[src/rtl/uart_prog_loader_pkg.sv]
// Shared types and constants for the UART program loader and its byte receiver.
package uart_prog_loader_pkg;

    typedef enum logic [1:0] {
        RX_IDLE,
        RX_START,
        RX_DATA,
        RX_STOP
    } rx_state_e;

    typedef enum logic [1:0] {
        LD_RUN,
        LD_LOAD,
        LD_DRAIN
    } ld_state_e;

    localparam int unsigned BYTES_PER_WORD = 4;
    localparam int unsigned BYTE_IDX_W     = $clog2(BYTES_PER_WORD);
    localparam int unsigned PART_W         = 8 * (BYTES_PER_WORD - 1);

endpackage

[src/rtl/uart_prog_loader_rx.sv]
// 8N1 UART byte receiver, LSB first, mid-bit sampling on an already synchronised line.
module uart_rx_byte
    import uart_prog_loader_pkg::*;
#(
    parameter int unsigned CLKS_PER_BIT = 434
) (
    input  logic       clk,
    input  logic       rst,
    input  logic       rx_sync,
    input  logic       clr,
    output logic       rx_valid,
    output logic [7:0] rx_byte,
    output logic       frame_err
);

    localparam int unsigned     CNT_W    = $clog2(CLKS_PER_BIT);
    localparam logic [CNT_W-1:0] BIT_END  = CNT_W'(CLKS_PER_BIT - 1);
    localparam logic [CNT_W-1:0] HALF_END = CNT_W'(CLKS_PER_BIT / 2 - 1);

    rx_state_e        state_q;
    logic [CNT_W-1:0] cnt_q;
    logic [2:0]       bit_q;
    logic [7:0]       shift_q;
    logic             prev_q;
    logic             valid_q;
    logic             ferr_q;

    always_ff @(posedge clk or posedge rst) begin
        if (rst) begin
            state_q <= RX_IDLE;
            cnt_q   <= '0;
            bit_q   <= '0;
            shift_q <= '0;
            prev_q  <= 1'b1;
            valid_q <= 1'b0;
            ferr_q  <= 1'b0;
        end else begin
            prev_q  <= rx_sync;
            valid_q <= 1'b0;
            ferr_q  <= 1'b0;
            if (clr) begin
                state_q <= RX_IDLE;
                cnt_q   <= '0;
            end else begin
                case (state_q)
                    RX_IDLE: begin
                        if (prev_q && !rx_sync) begin
                            state_q <= RX_START;
                            cnt_q   <= '0;
                        end
                    end
                    RX_START: begin
                        // Line must still be low half a bit after the edge, else it was a glitch.
                        if (cnt_q == HALF_END) begin
                            cnt_q   <= '0;
                            bit_q   <= '0;
                            state_q <= rx_sync ? RX_IDLE : RX_DATA;
                        end else begin
                            cnt_q <= cnt_q + CNT_W'(1);
                        end
                    end
                    RX_DATA: begin
                        if (cnt_q == BIT_END) begin
                            cnt_q   <= '0;
                            shift_q <= {rx_sync, shift_q[7:1]};
                            if (bit_q == 3'd7) begin
                                state_q <= RX_STOP;
                            end else begin
                                bit_q <= bit_q + 3'd1;
                            end
                        end else begin
                            cnt_q <= cnt_q + CNT_W'(1);
                        end
                    end
                    RX_STOP: begin
                        if (cnt_q == BIT_END) begin
                            cnt_q   <= '0;
                            state_q <= RX_IDLE;
                            if (rx_sync) begin
                                valid_q <= 1'b1;
                            end else begin
                                ferr_q <= 1'b1;
                            end
                        end else begin
                            cnt_q <= cnt_q + CNT_W'(1);
                        end
                    end
                    default: state_q <= RX_IDLE;
                endcase
            end
        end
    end

    assign rx_valid  = valid_q;
    assign rx_byte   = shift_q;
    assign frame_err = ferr_q;

endmodule

[src/rtl/uart_prog_loader.sv]
// UART boot loader: holds the CPU in reset while prog_mode is high and streams
// received bytes, packed big-endian into 32-bit words, into instruction memory.
module uart_prog_loader
    import uart_prog_loader_pkg::*;
#(
    parameter int unsigned CLKS_PER_BIT = 434,
    parameter int unsigned ADDR_W       = 14
) (
    input  logic              clk,
    input  logic              rst,
    input  logic              uart_rx,
    input  logic              prog_mode,
    output logic              cpu_rst_o,
    output logic              imem_we,
    output logic [ADDR_W-1:0] imem_addr,
    output logic [31:0]       imem_wdata,
    output logic              loading,
    output logic [ADDR_W:0]   word_cnt,
    output logic              err_frame,
    output logic              err_ovf
);

    logic rx_meta_q, rx_sync_q;
    logic pm_meta_q, pm_sync_q;

    always_ff @(posedge clk or posedge rst) begin
        if (rst) begin
            rx_meta_q <= 1'b1;
            rx_sync_q <= 1'b1;
            pm_meta_q <= 1'b0;
            pm_sync_q <= 1'b0;
        end else begin
            rx_meta_q <= uart_rx;
            rx_sync_q <= rx_meta_q;
            pm_meta_q <= prog_mode;
            pm_sync_q <= pm_meta_q;
        end
    end

    ld_state_e             state_q;
    logic                  cpu_rst_q;
    logic                  we_q;
    logic [ADDR_W-1:0]     addr_q;
    logic [31:0]           wdata_q;
    logic                  loading_q;
    logic [ADDR_W:0]       word_cnt_q;
    logic [ADDR_W-1:0]     ptr_q;
    logic                  err_frame_q;
    logic                  err_ovf_q;
    logic [BYTE_IDX_W-1:0] byte_idx_q;
    logic [PART_W-1:0]     word_q;

    logic                  rx_valid;
    logic [7:0]            rx_byte;
    logic                  rx_frame_err;
    logic                  rx_clr;

    logic [PART_W-1:0]     word_d;
    logic [31:0]           full_word_d;
    logic                  last_byte;
    logic                  mem_full;

    assign rx_clr = (state_q == LD_DRAIN);

    uart_rx_byte #(
        .CLKS_PER_BIT(CLKS_PER_BIT)
    ) u_rx (
        .clk      (clk),
        .rst      (rst),
        .rx_sync  (rx_sync_q),
        .clr      (rx_clr),
        .rx_valid (rx_valid),
        .rx_byte  (rx_byte),
        .frame_err(rx_frame_err)
    );

    always_comb begin
        word_d      = {word_q[PART_W-9:0], rx_byte};
        full_word_d = {word_q, rx_byte};
        last_byte   = (byte_idx_q == BYTE_IDX_W'(BYTES_PER_WORD - 1));
        // Count has reached 2^ADDR_W exactly when its top bit is set.
        mem_full    = word_cnt_q[ADDR_W];
    end

    always_ff @(posedge clk or posedge rst) begin
        if (rst) begin
            state_q     <= LD_RUN;
            cpu_rst_q   <= 1'b1;
            we_q        <= 1'b0;
            addr_q      <= '0;
            wdata_q     <= '0;
            loading_q   <= 1'b0;
            word_cnt_q  <= '0;
            ptr_q       <= '0;
            err_frame_q <= 1'b0;
            err_ovf_q   <= 1'b0;
            byte_idx_q  <= '0;
            word_q      <= '0;
        end else begin
            we_q <= 1'b0;
            case (state_q)
                LD_RUN: begin
                    if (pm_sync_q) begin
                        state_q     <= LD_LOAD;
                        cpu_rst_q   <= 1'b1;
                        loading_q   <= 1'b1;
                        word_cnt_q  <= '0;
                        ptr_q       <= '0;
                        addr_q      <= '0;
                        byte_idx_q  <= '0;
                        word_q      <= '0;
                        err_frame_q <= 1'b0;
                        err_ovf_q   <= 1'b0;
                    end else begin
                        cpu_rst_q <= 1'b0;
                    end
                end
                LD_LOAD: begin
                    // A byte completing on the exit cycle is dropped; a write strobed last cycle still lands.
                    if (!pm_sync_q) begin
                        state_q    <= LD_DRAIN;
                        loading_q  <= 1'b0;
                        byte_idx_q <= '0;
                    end else begin
                        if (rx_frame_err) begin
                            err_frame_q <= 1'b1;
                        end
                        if (rx_valid) begin
                            if (last_byte) begin
                                byte_idx_q <= '0;
                                if (mem_full) begin
                                    err_ovf_q <= 1'b1;
                                end else begin
                                    we_q       <= 1'b1;
                                    addr_q     <= ptr_q;
                                    wdata_q    <= full_word_d;
                                    ptr_q      <= ptr_q + ADDR_W'(1);
                                    word_cnt_q <= word_cnt_q + (ADDR_W + 1)'(1);
                                end
                            end else begin
                                word_q     <= word_d;
                                byte_idx_q <= byte_idx_q + BYTE_IDX_W'(1);
                            end
                        end
                    end
                end
                LD_DRAIN: begin
                    state_q   <= LD_RUN;
                    cpu_rst_q <= 1'b0;
                end
                default: begin
                    state_q   <= LD_RUN;
                    cpu_rst_q <= 1'b1;
                    loading_q <= 1'b0;
                end
            endcase
        end
    end

    assign cpu_rst_o  = cpu_rst_q;
    assign imem_we    = we_q;
    assign imem_addr  = addr_q;
    assign imem_wdata = wdata_q;
    assign loading    = loading_q;
    assign word_cnt   = word_cnt_q;
    assign err_frame  = err_frame_q;
    assign err_ovf    = err_ovf_q;

endmodule

[config.mk]
export PLATFORM = sky130hd
export DESIGN_NAME = uart_prog_loader
export DESIGN_NICKNAME = d
export VERILOG_FILES = /design/src/rtl/uart_prog_loader_pkg.sv /design/src/rtl/uart_prog_loader_rx.sv /design/src/rtl/uart_prog_loader.sv
export SDC_FILE = /design/constraint.sdc
export NUM_CORES = 1
export LEC_CHECK = 0
export BUFFER_PORTS_ARGS = -buffer_cell sky130_fd_sc_hd__buf_2
export CORE_UTILIZATION = 35
export CTS_CLUSTER_DIAMETER = 30
export DETAILED_ROUTE_END_ITERATION = 6
export GPL_TIMING_DRIVEN = 0
export MAX_ROUTING_LAYER = met4
export SLEW_MARGIN = 20
export SYNTH_ARGS = -nofsm -noshare
export SYNTH_HDL_FRONTEND = slang
export SYNTH_SLANG_ARGS = --single-unit
[constraint.sdc]
create_clock -name clk -period 6.4 [get_ports clk]
set_input_delay 1.28 -clock clk [delete_from_list [all_inputs] [get_ports clk]]
set_output_delay 1.28 -clock clk [all_outputs]
set_load 0.05 [all_outputs]
* Yosys cells after proc, flatten, opt, wreduce, memory -nomap -nowiden
Cells that the tools add are included.
** Cells by class
- Eq/ne operators :: 27
- Multiplexer cells :: 74
- Bitwise logic cells :: 2
- Reductions and logical operators :: 19
- Add/subtract/negate cells :: 5
** Operators with widths (number)
- $mux W14 :: 9
- $mux W24 :: 4
- $mux W15 :: 5
- $pmux W14 S2 :: 2
- $pmux W24 S2 :: 1
- $mux W9 :: 4
- $pmux W15 S2 :: 1
- $pmux W9 S3 :: 1
- $mux W2 :: 13
- $reduce_and A5 Y1 :: 5
- $mux W1 :: 23
- $ne A3 B2 Y1 const B :: 6
- $ne A2 B2 Y1 const B :: 8
- $add A15 B1 Y15 const B :: 1
- $add A14 B1 Y14 const B :: 1
- $reduce_and A6 Y1 :: 2
- $add A9 B1 Y9 const B :: 1
- $eq A9 B8 Y1 const B :: 1
- $eq A9 B9 Y1 const B :: 1
- $mux W3 :: 3
- $reduce_and A3 Y1 :: 3
- $eq A2 B2 Y1 const B :: 4
- $ne A2 B1 Y1 const B :: 4
- $pmux W2 S2 :: 2
- other kinds (16) :: 22
** Storage, ports and cells
- Word-level logic and storage cells :: 151
- Output and inout bits :: 66
- Register bits :: 137
- Bits of input ports :: 4

* Longest topological paths before layout
- Depth in word-level cells :: 6
- Depth in mapped cells :: 8
- Mapped depth without buffers :: 7

* By module
From an unflattened synthesis, not the netlist that was laid out.
** Second synthesis, totals
- Cell total of the unflattened synthesis :: 547
- Area total of the unflattened synthesis :: 6082.1 µm²
** By module, submodules not included
- uart_prog_loader :: cells each 408, area an instance 4655.7 µm², seq. area each 2806.4 µm², instances 1
- uart_rx_byte :: cells each 139, area an instance 1426.4 µm², seq. area each 626.9 µm², instances 1

* Worst setup path after synthesis
OpenSTA, ideal clock, no wires.
- Kind :: register to register
- Start :: register word_cnt_q[14] (netlist: word_cnt[14])
- End :: register ptr_q[5]
- Stages on the path, launching flop included :: 6
- Data arrival time :: 1833 ps
- Setup slack :: 4435 ps
- Clock period less this slack :: 1965 ps
- Setup time :: 132 ps
- Cells stage by stage :: dfrtp_1 nand3b_1 a2111oi_4 and3_1 xnor2_1 nor2_1
** Between the ends
- Word-level cells in the longest chain between the ends :: 2
** Ends and longest elaborated chain
- start, declared :: line uart_prog_loader.sv:46 : logic [ADDR_W:0] word_cnt_q;
- start signal, assigned :: line uart_prog_loader.sv:138 : word_cnt_q <= word_cnt_q + (ADDR_W + 1)'(1);
- $ne A2 B2 Y1 (no line)
- $reduce_and A6 Y1 (no line)
- end signal, assigned :: line uart_prog_loader.sv:137 : ptr_q <= ptr_q + ADDR_W'(1);
- end, declared :: line uart_prog_loader.sv:47 : logic [ADDR_W-1:0] ptr_q;
Every way passes these cells.
A chain may end at the register's enable or synchronous reset.

* Worst setup path in the final report
- Start :: register cpu_rst_q (netlist: cpu_rst_o)
- End :: output port cpu_rst_o
** RTL lines
- start, declared :: line uart_prog_loader.sv:41 : logic cpu_rst_q;
- start signal, assigned :: line uart_prog_loader.sv:88 : cpu_rst_q <= 1'b1;
- start signal, assigned :: line uart_prog_loader.sv:105 : cpu_rst_q <= 1'b1;
- start signal, assigned :: line uart_prog_loader.sv:115 : cpu_rst_q <= 1'b0;
- end, declared :: line uart_prog_loader.sv:13 : output logic cpu_rst_o,
No word-level cell between the ends.

==> results.yml <==
min_path:
  hold_class: "flip-flop to flip-flop"
  min_path_cells: 0
placement:
  dp_cells: 793
  gp_congestion: 0.801
  io_buffers: 69
  dp_hpwl_um: 8480
grt:
  grt_pass1_vias: 4102
  grt_pass1_wl_um: 20900
  antenna_found_initial: 0
  grt.total_usage_pct: 16.4
  overflow: 0
  grt_max_degree: 71
clocking:
  hold_buffers: 0
  htreeDepth: 4
  cts_buffers: 17
  cts-root-buf: "clkbuf_16"
  clkLatencyLatePin_ps: 420
  cts.sinks: 137
  post_cts_buffers: 0
  clockBufferDepth: 2
  cts_tree: "done"
  path_clk_slew_ps: 60
  post_cts_resize_count: 0
layout:
  nets: 608
  antenna_cells: 0
  instances_no_fill: 824
  syn2layout_area_growth_pct: 22.2
  layout-drive-gt1-share_pct: 27.1
die:
  start_util_pct: 36.2
  dieHeight_um: 131
  core_area_um2: 16100
  ios: 70
  std_cell_rows: 46
  fp.dieArea_um2: 17100
  die_w_um: 131
logic_synthesis:
  syn_nets: 519
  yosysWarnings: 0
  ys_ff_latch: 137
  synth.avg_cell_area_um2: 11.5
  synthArstFlopShare_pct: 100
  yosysTopAreaCell: "dfrtp_1"
  synth_edf_count: 0
  ys.flop_type: "dfrtp_1"
  synth_top_area_share_pct: 57.3
  ys_types: 48
  seq_area_frac_synth_pct: 59.1
  synthTopCellsByArea: "dfrtp_1, mux2_2, nand2_1"
  synthMostInstantiatedCell: "dfrtp_1"
  synth_area_um2: 5810
  synth_common_cells: "dfrtp_1, nand2_1, nor2_1, mux2_2, o21ai_0"
  syn-instance-count: 507
job:
  drv_cap: 0
setup_path:
  cp_max_fo: 2
  critPathKind: "flip-flop to primary output"
  critPathMaxStageDelay_ps: 530
  r2r_slack_ps: 4280
  startpoint_type: "flip-flop"
  crit_family: "flip-flops"
  worstPathCellList: "buf_2"
  path_buf_inv: 1
  crit_slowest_cell: "dfstp_2"
  cp_data_arrival_time_ps: 1210
  reg2regPathDepth: 6
  cp.depth: 1
  worstPathRequired_ps: 5120
  critPathCaptureType: "primary output"
route:
  postRouteAntennaNets: 0
  route.detailed.drc: 0
  wl_um: 12200
  drt_iter0_markers: 257
  wl_per_cell_um: 14.9
  routed_via_density: 4.90
  vias: 4037
  first_pass_iters: 4
run_status:
  outcome: "finished, final reports clean"
sta:
  skew_ps: 5.33
  finalCritPeriodShare_pct: 39.0
  maxSlewViolCount: 0
  grt_setup_unrepaired: "no"
  fin_tns_setup_ps: 0
  tightest_slew_ps: 609
  relSlewSlack_pct: 59.1
  hold_violations: 0
  fin_crit_ps: 2490
  timing.final.setup_violations: 0
  fmax_mhz: 401
power:
  p_leak_uw: 0.00349
  power_uw: 2080
  power.density_nw_per_um2: 294
  ir_drop_uv: 208
layer usage:
metal	global-route usage, %	vias up	wire length [µm]
li1	-	1948	-
met1	20.6	2004	5670
met2	25.1	68	5890
met3	4.68	17	518
met4	6.02	0	163
met5	-	-	0
power breakdown:
part           total (µW)  switching, µW  internal (µW)
Clock                1050            350            700
Combinational         130           90.0           39.9
Sequential            904           17.9            886
final cells by class:
cell class / instances / area [µm²]
tap: 216 / 270
clock buffer: 24 / 502
inverter: 14 / 60.1
timing repair buffer: 70 / 373
buffer: 23 / 109
clock inverter: 7 / 138
sequential: 137 / 3430
fill: 1538 / 8960
multi-input combinational: 333 / 2210
cells in the final DEF (no fill, tap or decap), types with 2 or more instances in the layout:
master,Yosys,routed
ha_1,8,8
mux2_2,40,40
and3_1,4,4
nand2b_1,5,5
nor2_1,44,44
a22o_1,23,23
buf_2,11,80
inv_1,13,12
and2_1,2,2
dfstp_2,4,4
nand4_1,12,12
o21ai_0,29,29
nand2_1,74,74
nor4_1,5,5
clkbuf_8,0,5
xor2_1,15,15
dfrtp_1,133,133
mux2i_1,2,2
clkbuf_16,0,17
xnor2_1,11,11
a32o_1,2,2
a31oi_1,4,4
bufinv_16,0,4
a2111oi_4,2,2
nor2b_1,2,2
and4_1,4,4
clkinv_2,0,2
nor3_1,5,5
a21o_1,4,4
nand3_1,8,8
clkbuf_1,10,12
a21oi_1,11,11
stage by stage:
stage / utilization, % / worst slack (ps) / cell area [µm²] / hold WS [ps]
floorplan: - / 1460 / 5810 / 331
global placement: 40.0 / 14.7 / 6420 / 337
CTS: 44.2 / 3880 / 7100 / 350
global route: 44.2 / 3870 / 7100 / 350
finish: 44.2 / 3910 / 7100 / 346
detailed placement: 40.2 / 4280 / 6460 / 338
sequential cells by signal, indices dropped and copies added, names as in the netlist, 2 cells and up:
register	cells
byte_idx_q	2
imem_addr	14
imem_wdata	32
ptr_q	14
state_q	2
u_rx.bit_q	3
u_rx.cnt_q	9
u_rx.rx_byte	8
u_rx.state_q	2
word_cnt	15
word_q	24
cells by family after synthesis:
family,Yosys count,synth area share [%]
AND/OR/NAND/NOR,174,13.9
multiplexers,42,8.10
flip-flops,137,59.1
AO/OA/AOI/OAI,82,10.3
XOR/XNOR,26,3.92
buffers and inverters,37,2.78
adder cells (fa/ha/maj),9,1.90
final timing paths:
path | from | to
max reg2reg | byte_idx_q[0]$_DFFE_PP0P_ | ptr_q[9]$_DFFE_PP0P_
max | cpu_rst_o$_DFFE_PP1N_ | cpu_rst_o
max in group asynchronous | rst | rx_meta_q$_DFF_PP1_
min | pm_meta_q$_DFF_PP0_ | pm_sync_q$_DFF_PP0_
min in group asynchronous | rst | word_q[21]$_DFFE_PP0P_
min reg2reg | pm_meta_q$_DFF_PP0_ | pm_sync_q$_DFF_PP0_
No activity file was read; power rests on OpenSTA's default activity.
